$ cat src/rtl/ram16x4_ctrl_if.sv
// Host-side request/response bundle between the SAP control sequencer and ram16x4_ctrl.
// master: the sequencer issuing requests; slave: the RAM controller serving them.
interface ram16x4_ctrl_if;
  logic       req;
  logic       we;
  logic [3:0] addr;
  logic [3:0] wdata;
  logic       ready;
  logic       done;
  logic [3:0] rdata;
  logic       verify_err;

  modport master (
    output req, we, addr, wdata,
    input  ready, done, rdata, verify_err
  );

  modport slave (
    input  req, we, addr, wdata,
    output ready, done, rdata, verify_err
  );
endinterface

$ cat src/rtl/ram16x4_ctrl.sv
// ram16x4_ctrl: single-word initiator for the SN74189 16x4 scratchpad RAM.
// Generates registered, glitch-free S_bar/W_bar strobes with address/data setup
// and hold, and returns true (uncomplemented) read data.
// Optional feature macro: RAM_CTRL_READBACK_EN (read back and verify every write).
module ram16x4_ctrl #(
  parameter int unsigned WR_PULSE = 2,
  parameter int unsigned RD_WAIT  = 2
) (
  input  logic                 CLK,
  input  logic                 CLR,
  ram16x4_ctrl_if.slave        host,
  output logic [3:0]           A,
  output logic [3:0]           DI,
  input  logic [3:0]           DO,
  output logic                 S_bar,
  output logic                 W_bar
);

  localparam int unsigned CNT_W = 4;
  localparam logic [CNT_W-1:0] WR_LOAD = CNT_W'(WR_PULSE - 1);
  localparam logic [CNT_W-1:0] RD_LOAD = CNT_W'(RD_WAIT - 1);

  typedef enum logic [2:0] {
    S_IDLE    = 3'd0,
    S_SETUP   = 3'd1,
    S_WSTROBE = 3'd2,
    S_WHOLD   = 3'd3,
    S_RACCESS = 3'd4,
    S_DONE    = 3'd5
  } state_t;

  state_t           state;
  state_t           state_nxt;
  logic [CNT_W-1:0] cnt;
  logic             op_we;
  logic [3:0]       rdata_q;
  logic             ready_q;
  logic             done_q;

  logic             accept_c;
  logic             cnt_zero_c;
  logic             capture_c;
  logic             s_bar_nxt;
  logic             w_bar_nxt;
  logic             ready_nxt;
  logic             done_nxt;

  assign accept_c   = (state == S_IDLE) && host.req;
  assign cnt_zero_c = (cnt == '0);
  // Last RACCESS cycle: ~DO is sampled at the edge that ends it.
  assign capture_c  = (state == S_RACCESS) && cnt_zero_c;

  // Next-state logic.
  always_comb begin
    state_nxt = state;
    case (state)
      S_IDLE:    if (host.req) state_nxt = S_SETUP;
      S_SETUP:   state_nxt = op_we ? S_WSTROBE : S_RACCESS;
      S_WSTROBE: if (cnt_zero_c) state_nxt = S_WHOLD;
`ifdef RAM_CTRL_READBACK_EN
      S_WHOLD:   state_nxt = S_RACCESS;
`else
      S_WHOLD:   state_nxt = S_DONE;
`endif
      S_RACCESS: if (cnt_zero_c) state_nxt = S_DONE;
      S_DONE:    state_nxt = S_IDLE;
      default:   state_nxt = S_IDLE;
    endcase
  end

  // Output decode from the next state so every strobe leaves a flop.
  always_comb begin
    s_bar_nxt = 1'b1;
    w_bar_nxt = 1'b1;
    ready_nxt = 1'b0;
    done_nxt  = 1'b0;
    case (state_nxt)
      S_IDLE:    ready_nxt = 1'b1;
      S_WSTROBE: begin
        s_bar_nxt = 1'b0;
        w_bar_nxt = 1'b0;
      end
      S_RACCESS: s_bar_nxt = 1'b0;
      S_DONE:    done_nxt  = 1'b1;
      default:   ;
    endcase
  end

  // State and strobe registers; CLR drops any strobe at the same edge.
  always_ff @(posedge CLK) begin
    if (CLR) begin
      state   <= S_IDLE;
      S_bar   <= 1'b1;
      W_bar   <= 1'b1;
      ready_q <= 1'b1;
      done_q  <= 1'b0;
    end else begin
      state   <= state_nxt;
      S_bar   <= s_bar_nxt;
      W_bar   <= w_bar_nxt;
      ready_q <= ready_nxt;
      done_q  <= done_nxt;
    end
  end

  // Request latch, strobe-width counter and read capture.
  always_ff @(posedge CLK) begin
    if (CLR) begin
      A       <= '0;
      DI      <= '0;
      op_we   <= 1'b0;
      cnt     <= '0;
      rdata_q <= '0;
    end else begin
      if (accept_c) begin
        A     <= host.addr;
        DI    <= host.wdata;
        op_we <= host.we;
      end

      if ((state_nxt == S_WSTROBE) && (state != S_WSTROBE)) begin
        cnt <= WR_LOAD;
      end else if ((state_nxt == S_RACCESS) && (state != S_RACCESS)) begin
        cnt <= RD_LOAD;
      end else if (!cnt_zero_c) begin
        cnt <= cnt - CNT_W'(1);
      end

      // Read-back captures never disturb host read data.
      if (capture_c && !op_we) begin
        rdata_q <= ~DO;
      end
    end
  end

`ifdef RAM_CTRL_READBACK_EN
  logic verify_err_q;

  // Compare read-back against the still-held write data; cleared by the next request.
  always_ff @(posedge CLK) begin
    if (CLR) begin
      verify_err_q <= 1'b0;
    end else if (accept_c) begin
      verify_err_q <= 1'b0;
    end else if (capture_c && op_we) begin
      verify_err_q <= ((~DO) != DI);
    end
  end

  assign host.verify_err = verify_err_q;
`else
  assign host.verify_err = 1'b0;
`endif

  assign host.ready = ready_q;
  assign host.done  = done_q;
  assign host.rdata = rdata_q;

endmodule

$ cat src/flat_wrapper.sv
// flat-port wrapper written by rule: the top's interface ports become plain ports
module ram16x4_ctrl_flat 
#(
  parameter int unsigned WR_PULSE = 2,
  parameter int unsigned RD_WAIT  = 2
)
  (CLK, CLR, A, DI, DO, S_bar, W_bar, host_req, host_we, host_addr, host_wdata, host_ready, host_done, host_rdata, host_verify_err);
  ram16x4_ctrl_if host_i ();
  input  logic CLK;
  input  logic CLR;
  output logic [3:0] A;
  output logic [3:0] DI;
  input  logic [3:0] DO;
  output logic S_bar;
  output logic W_bar;
  input wire logic [$bits(host_i.req)-1:0] host_req;
  input wire logic [$bits(host_i.we)-1:0] host_we;
  input wire logic [$bits(host_i.addr)-1:0] host_addr;
  input wire logic [$bits(host_i.wdata)-1:0] host_wdata;
  output wire logic [$bits(host_i.ready)-1:0] host_ready;
  output wire logic [$bits(host_i.done)-1:0] host_done;
  output wire logic [$bits(host_i.rdata)-1:0] host_rdata;
  output wire logic [$bits(host_i.verify_err)-1:0] host_verify_err;
  assign host_i.req = host_req;
  assign host_i.we = host_we;
  assign host_i.addr = host_addr;
  assign host_i.wdata = host_wdata;
  assign host_ready = host_i.ready;
  assign host_done = host_i.done;
  assign host_rdata = host_i.rdata;
  assign host_verify_err = host_i.verify_err;
  ram16x4_ctrl #(.WR_PULSE(WR_PULSE), .RD_WAIT(RD_WAIT)) u_core (.CLK(CLK), .CLR(CLR), .host(host_i), .A(A), .DI(DI), .DO(DO), .S_bar(S_bar), .W_bar(W_bar));
endmodule
$ cat config.mk
export PLATFORM = sky130hd
export DESIGN_NAME = ram16x4_ctrl_flat
export DESIGN_NICKNAME = d
export VERILOG_FILES = /design/src/rtl/ram16x4_ctrl_if.sv /design/src/rtl/ram16x4_ctrl.sv /design/src/flat_wrapper.sv
export SDC_FILE = /design/constraint.sdc
export NUM_CORES = 1
export LEC_CHECK = 0
export BUFFER_PORTS_ARGS = -buffer_cell sky130_fd_sc_hd__buf_2
export CELL_PAD_IN_SITES_DETAIL_PLACEMENT = 0
export CELL_PAD_IN_SITES_GLOBAL_PLACEMENT = 1
export CORE_MARGIN = 5
export CORE_UTILIZATION = 36
export CTS_CLUSTER_SIZE = 12
export DETAILED_ROUTE_END_ITERATION = 12
export MAX_ROUTING_LAYER = met4
export PLACE_DENSITY_LB_ADDON = 0.25
export REMOVE_ABC_BUFFERS = 1
export SLEW_MARGIN = 10
export SYNTH_ARGS = -nofsm -noshare
export SYNTH_HDL_FRONTEND = slang
export SYNTH_SLANG_ARGS = --single-unit
export TNS_END_PERCENT = 20
$ cat constraint.sdc
create_clock -name CLK -period 1.6 [get_ports CLK]
set_input_delay 0.24 -clock CLK [delete_from_list [all_inputs] [get_ports CLK]]
set_output_delay 0.24 -clock CLK [all_outputs]
set_load 0.02 [all_outputs]
Word-level counts from Yosys, hierarchy flattened --
Index checks and enable logic that the tools add are counted.
Word-level totals: bits of input ports 16, bits in registers 24, output and inout bits 17
Operators by class: eq/ne operators 10, reductions and logical operators 11, $add $sub $neg 1, bitwise logic cells 1, mux-type cells 12
Operators with widths (number):
- 3-bit case mux with 5 select lines | 1
- 3-bit 2-to-1 mux | 4
- 3-bit by 2-bit equality test with 1-bit output (second input constant) | 3
- 3-bit equality test (second input constant) | 3
- 1-bit 2-to-1 mux | 7
- 3-bit zero test | 2
- 3-bit != test (second input constant) | 2
- 1-bit logical AND | 5
- 4-bit zero test | 1
- 4-bit inverter | 1
- 4-bit by 1-bit subtractor with 4-bit output (second input constant) | 1
- 3-bit by 1-bit equality test with 1-bit output (second input constant) | 1
- 3-bit by 2-bit != test with 1-bit output (second input constant) | 1
- 3-bit OR reduction | 1
- 2-bit OR reduction | 1
- 1-bit zero test | 1

Logic depth before layout (Yosys ltp) --
depth after elaboration 7, depth in mapped cells 5, mapped depth without buffers 5

Least setup slack after synthesis --
No wires, ideal clock.
kind reg2reg, from register u_core.cnt[0], to register u_core.cnt[1], arrival 1233 ps, period minus slack after synthesis 1345 ps, slack 255 ps, cell stages (with the launch flop) 6, cell sequence dfxtp_1 -> inv_1 -> ha_1 -> nor3b_4 -> nor2b_1 -> a2111oi_1
Between the ends: word-level cells in the longest chain between the ends 6, elaborated cells on any way between the ends 10, those cells by class add/sub (1); eq/ne (2); mux (3); reduce/logical (4)
RTL lines:
- start, declared | line ram16x4_ctrl.sv:34 | logic [CNT_W-1:0] cnt;
- start signal, assigned | line ram16x4_ctrl.sv:126 | cnt <= cnt - CNT_W'(1);
- 4-bit zero test | line ram16x4_ctrl.sv:49 | assign cnt_zero_c = (cnt == '0);
- 3-bit 2-to-1 mux, on equally long branches | line ram16x4_ctrl.sv:65, ram16x4_ctrl.sv:59
- 3-bit case mux with 5 select lines | line ram16x4_ctrl.sv:56 | case (state)
- 3-bit equality test / 3-bit by 2-bit equality test with 1-bit output (equally long branches) | line ram16x4_ctrl.sv:123, ram16x4_ctrl.sv:121
- 1-bit logical AND, on equally long branches | line ram16x4_ctrl.sv:123, ram16x4_ctrl.sv:121
- 3-bit OR reduction (no source line)
Several ways; a longest one is shown, not always the timed one. A chain may end at the register's enable or synchronous reset.

Final worst setup path --
Ends and elaborated chain as after synthesis.

==> qor.csv <==
stage,metric,value,unit
finish,drive_above_1_share,35.7,%
floorplan,coreArea,0.00273,mm^2
grt,grt_max_degree,24,
timing,hold_viol_final,0,
drt,ant_nets,0,
timing,rsz0062_at_grt,true,
critical_path,cp-end-kind,flop,
finish,final_common_cell,buf_2,
power,total_power,2.01,mW
outcome,status,finished clean,
timing,period_share,94.0,%
synthesis,ys_warn_count,0,
drt,first_iter_violations,32,
critical_path,critPathRequiredTime,1.79,ns
drt,drc_errors,0,
cts,cts_buffers,3,
drt,vias_per_cell,5.09,
cts,htree_levels,1,
cts,cts_tree,done,
grt,grt_pass1_wl,3.65,mm
power,power_density,1590,mW/mm^2
timing,tightest_slew,0.538,ns
synthesis,syn_area,0.00101,mm^2
synthesis,ys_seq_elements,24,
drt,dr_total_vias,871,
floorplan,floorplan.initialDensity,37.0,%
finish,nNetsFinal,158,
timing,slew_headroom,64.1,%
finish,diodes,0,
grt,grt_overflow,0,
drt,wirelength,2.11,mm
cts,cts-root-buf,clkbuf_4,
floorplan,die_area,0.00397,mm^2
synthesis,synth_cell_types,34,
timing,finalSetupViolCount,0,
floorplan,die_x,63.0,um
critical_path,worstPathMaxFanout,6,
critical_path,worst-path-buf-inv,1,
timing,finalMaxSlewViolations,0,
hold_path,hold_start,DO[1],
cts,cts_sinks,24,
critical_path,arrival,1.69,ns
critical_path,critical_path.startpoint,u_core.cnt[0],
drt,wl_per_cell,12.3,um
cts,clock_path_buffers,2,
synthesis,synth.avg_cell_area,9.63,um^2
synthesis,ys.flop_type,dfxtp_1,
timing,fmax,665,MHz
finish,syn2layout_area_growth,25.5,%
flow_run,cap_violations,0,
grt,grt_antenna_before_repair,0,
cts,clk_latency,0.31,ns
floorplan,io_pins,33,
finish,fin_util,46.4,%
synthesis,syn_inst,105,
critical_path,timing.rr.start,u_core.cnt[0],
synthesis,synth_top_area_share,47.5,%
synthesis,netlist_top_cells_area,"dfxtp_1 48%, a21oi_1 7.4%, nand2_1 6.7%",
critical_path,max_stage_delay,0.35,ns
floorplan,rows,19,
timing,clock_skew,0.0143,ns
placement,place.port_buffers,31,
hold_path,hold_class,in -> reg,
critical_path,path_class,reg -> reg,
floorplan,die_y,63.0,um
synthesis,yosysSeqAreaShare,47.5,%
synthesis,async_flop_share,0,%
drt,drtPass1Iterations,4,
critical_path,crit_path_cell_trace,"inv_1, ha_2, nor3b_4, nor2b_1, a2111oi_1",
grt,grt_usage,11.6,%
power,leakage,0.538,nW
power,ir_drop,1.24,mV
cts,path_clk_slew,0.14,ns
placement,post-dp-hpwl,1.54,mm
grt,grt_pass1_vias,804,
critical_path,cp_top_family,simple AND/OR/NAND/NOR gates,
synthesis,synth_edf_count,0,
placement,place.gp.congestion,0.768,
critical_path,crit_slowest_cell,a2111oi_1,
finish,layout_common_cells,"31 x buf_2, 24 x dfxtp_1, 18 x nand2_1",
critical_path,crit_path_start_kind,flop,
timing,fin_crit,1.50,ns
synthesis,netlist.top_cell.by_area,dfxtp_1,
final timing paths:
path | to | slack, ns | cells past startpoint
worst max-delay path | u_core.cnt[1] | 0.1 | 5
worst min-delay path | u_core.host.rdata[1] | 0.1 | 2
worst max register to register | u_core.cnt[1] | 0.1 | 5
worst min register to register | u_core.A[2] | 0.46 | 2
timing repair:
action,CTS,global route
endpoints found under the setup margin,1,6
buffers inserted,1,2
resized for setup,0,1
cloned,0,0
hold buffers,0,0
cell usage after synthesis, drive strengths merged (3+ instances only):
library cell and count:
a21oi 16, a311oi 4, buf 6, dfxtp 24
inv 4, nand2 18, nor3b 4, xnor2 3
registers in the layout, indices dropped and copies added, names as in the netlist:
signal / cells
u_core.cnt: 4
u_core.op_we: 1
u_core.host.ready: 1
u_core.host.done: 1
u_core.A: 4
u_core.DI: 4
u_core.host.rdata: 4
u_core.state: 3
u_core.W_bar: 1
u_core.S_bar: 1
layout make-up:
cell class                 count  area [um^2]
fill                         298         1470
sequential                    24          480
multi-input combinational     69          467
timing repair buffer          39          215
tap                           31         38.8
clock inverter                 1         30.0
clock buffer                   3         22.5
inverter                       4         15.0
kinds of logic after synthesis:
logic type | after synthesis | share of synthesized area (%)
other | 1 | 0.371
buffers and inverters | 12 | 6.56
adders and majority gates | 1 | 1.24
xor gates and xnor gates | 3 | 2.60
DFF | 24 | 47.5
and+or+nand+nor | 36 | 23.6
AOI/OAI and AO/OA | 28 | 18.1
per-layer routing:
metal,share of wire [%],global-route usage [%],up-vias
li1,-,-,441
met1,44,13.4,402
met2,49,18.8,26
met3,6.9,3.06,2
met4,0.62,4.77,0
met5,0,-,-
metrics by stage:
step / instance area [um^2] / setup WS, ns / hold slack, ns / instances / TNS [ns]
2_1_floorplan: 960 / 0.238 / 0.305 / 97 / 0
3_3_place_gp: 1190 / 0.165 / 0.435 / 164 / 0
3_5_place_dp: 1190 / 0.0337 / 0.440 / 164 / 0
4_1_cts: 1250 / 0.0453 / 0.0812 / 169 / 0
5_1_grt: 1270 / -0.00715 / 0.0571 / 171 / -0.00715
6_report: 1270 / 0.0966 / 0.0998 / 171 / 0
where the power goes:
| group | internal (mW) | leakage, nW | total [mW] | switching, mW |
|---|---|---|---|---|
| sequential | 0.698 | 0.197 | 0.790 | 0.0921 |
| clock | 0.253 | 0.0279 | 0.433 | 0.180 |
| combinational | 0.402 | 0.314 | 0.792 | 0.390 |
Power figures use the tool's default switching activity.
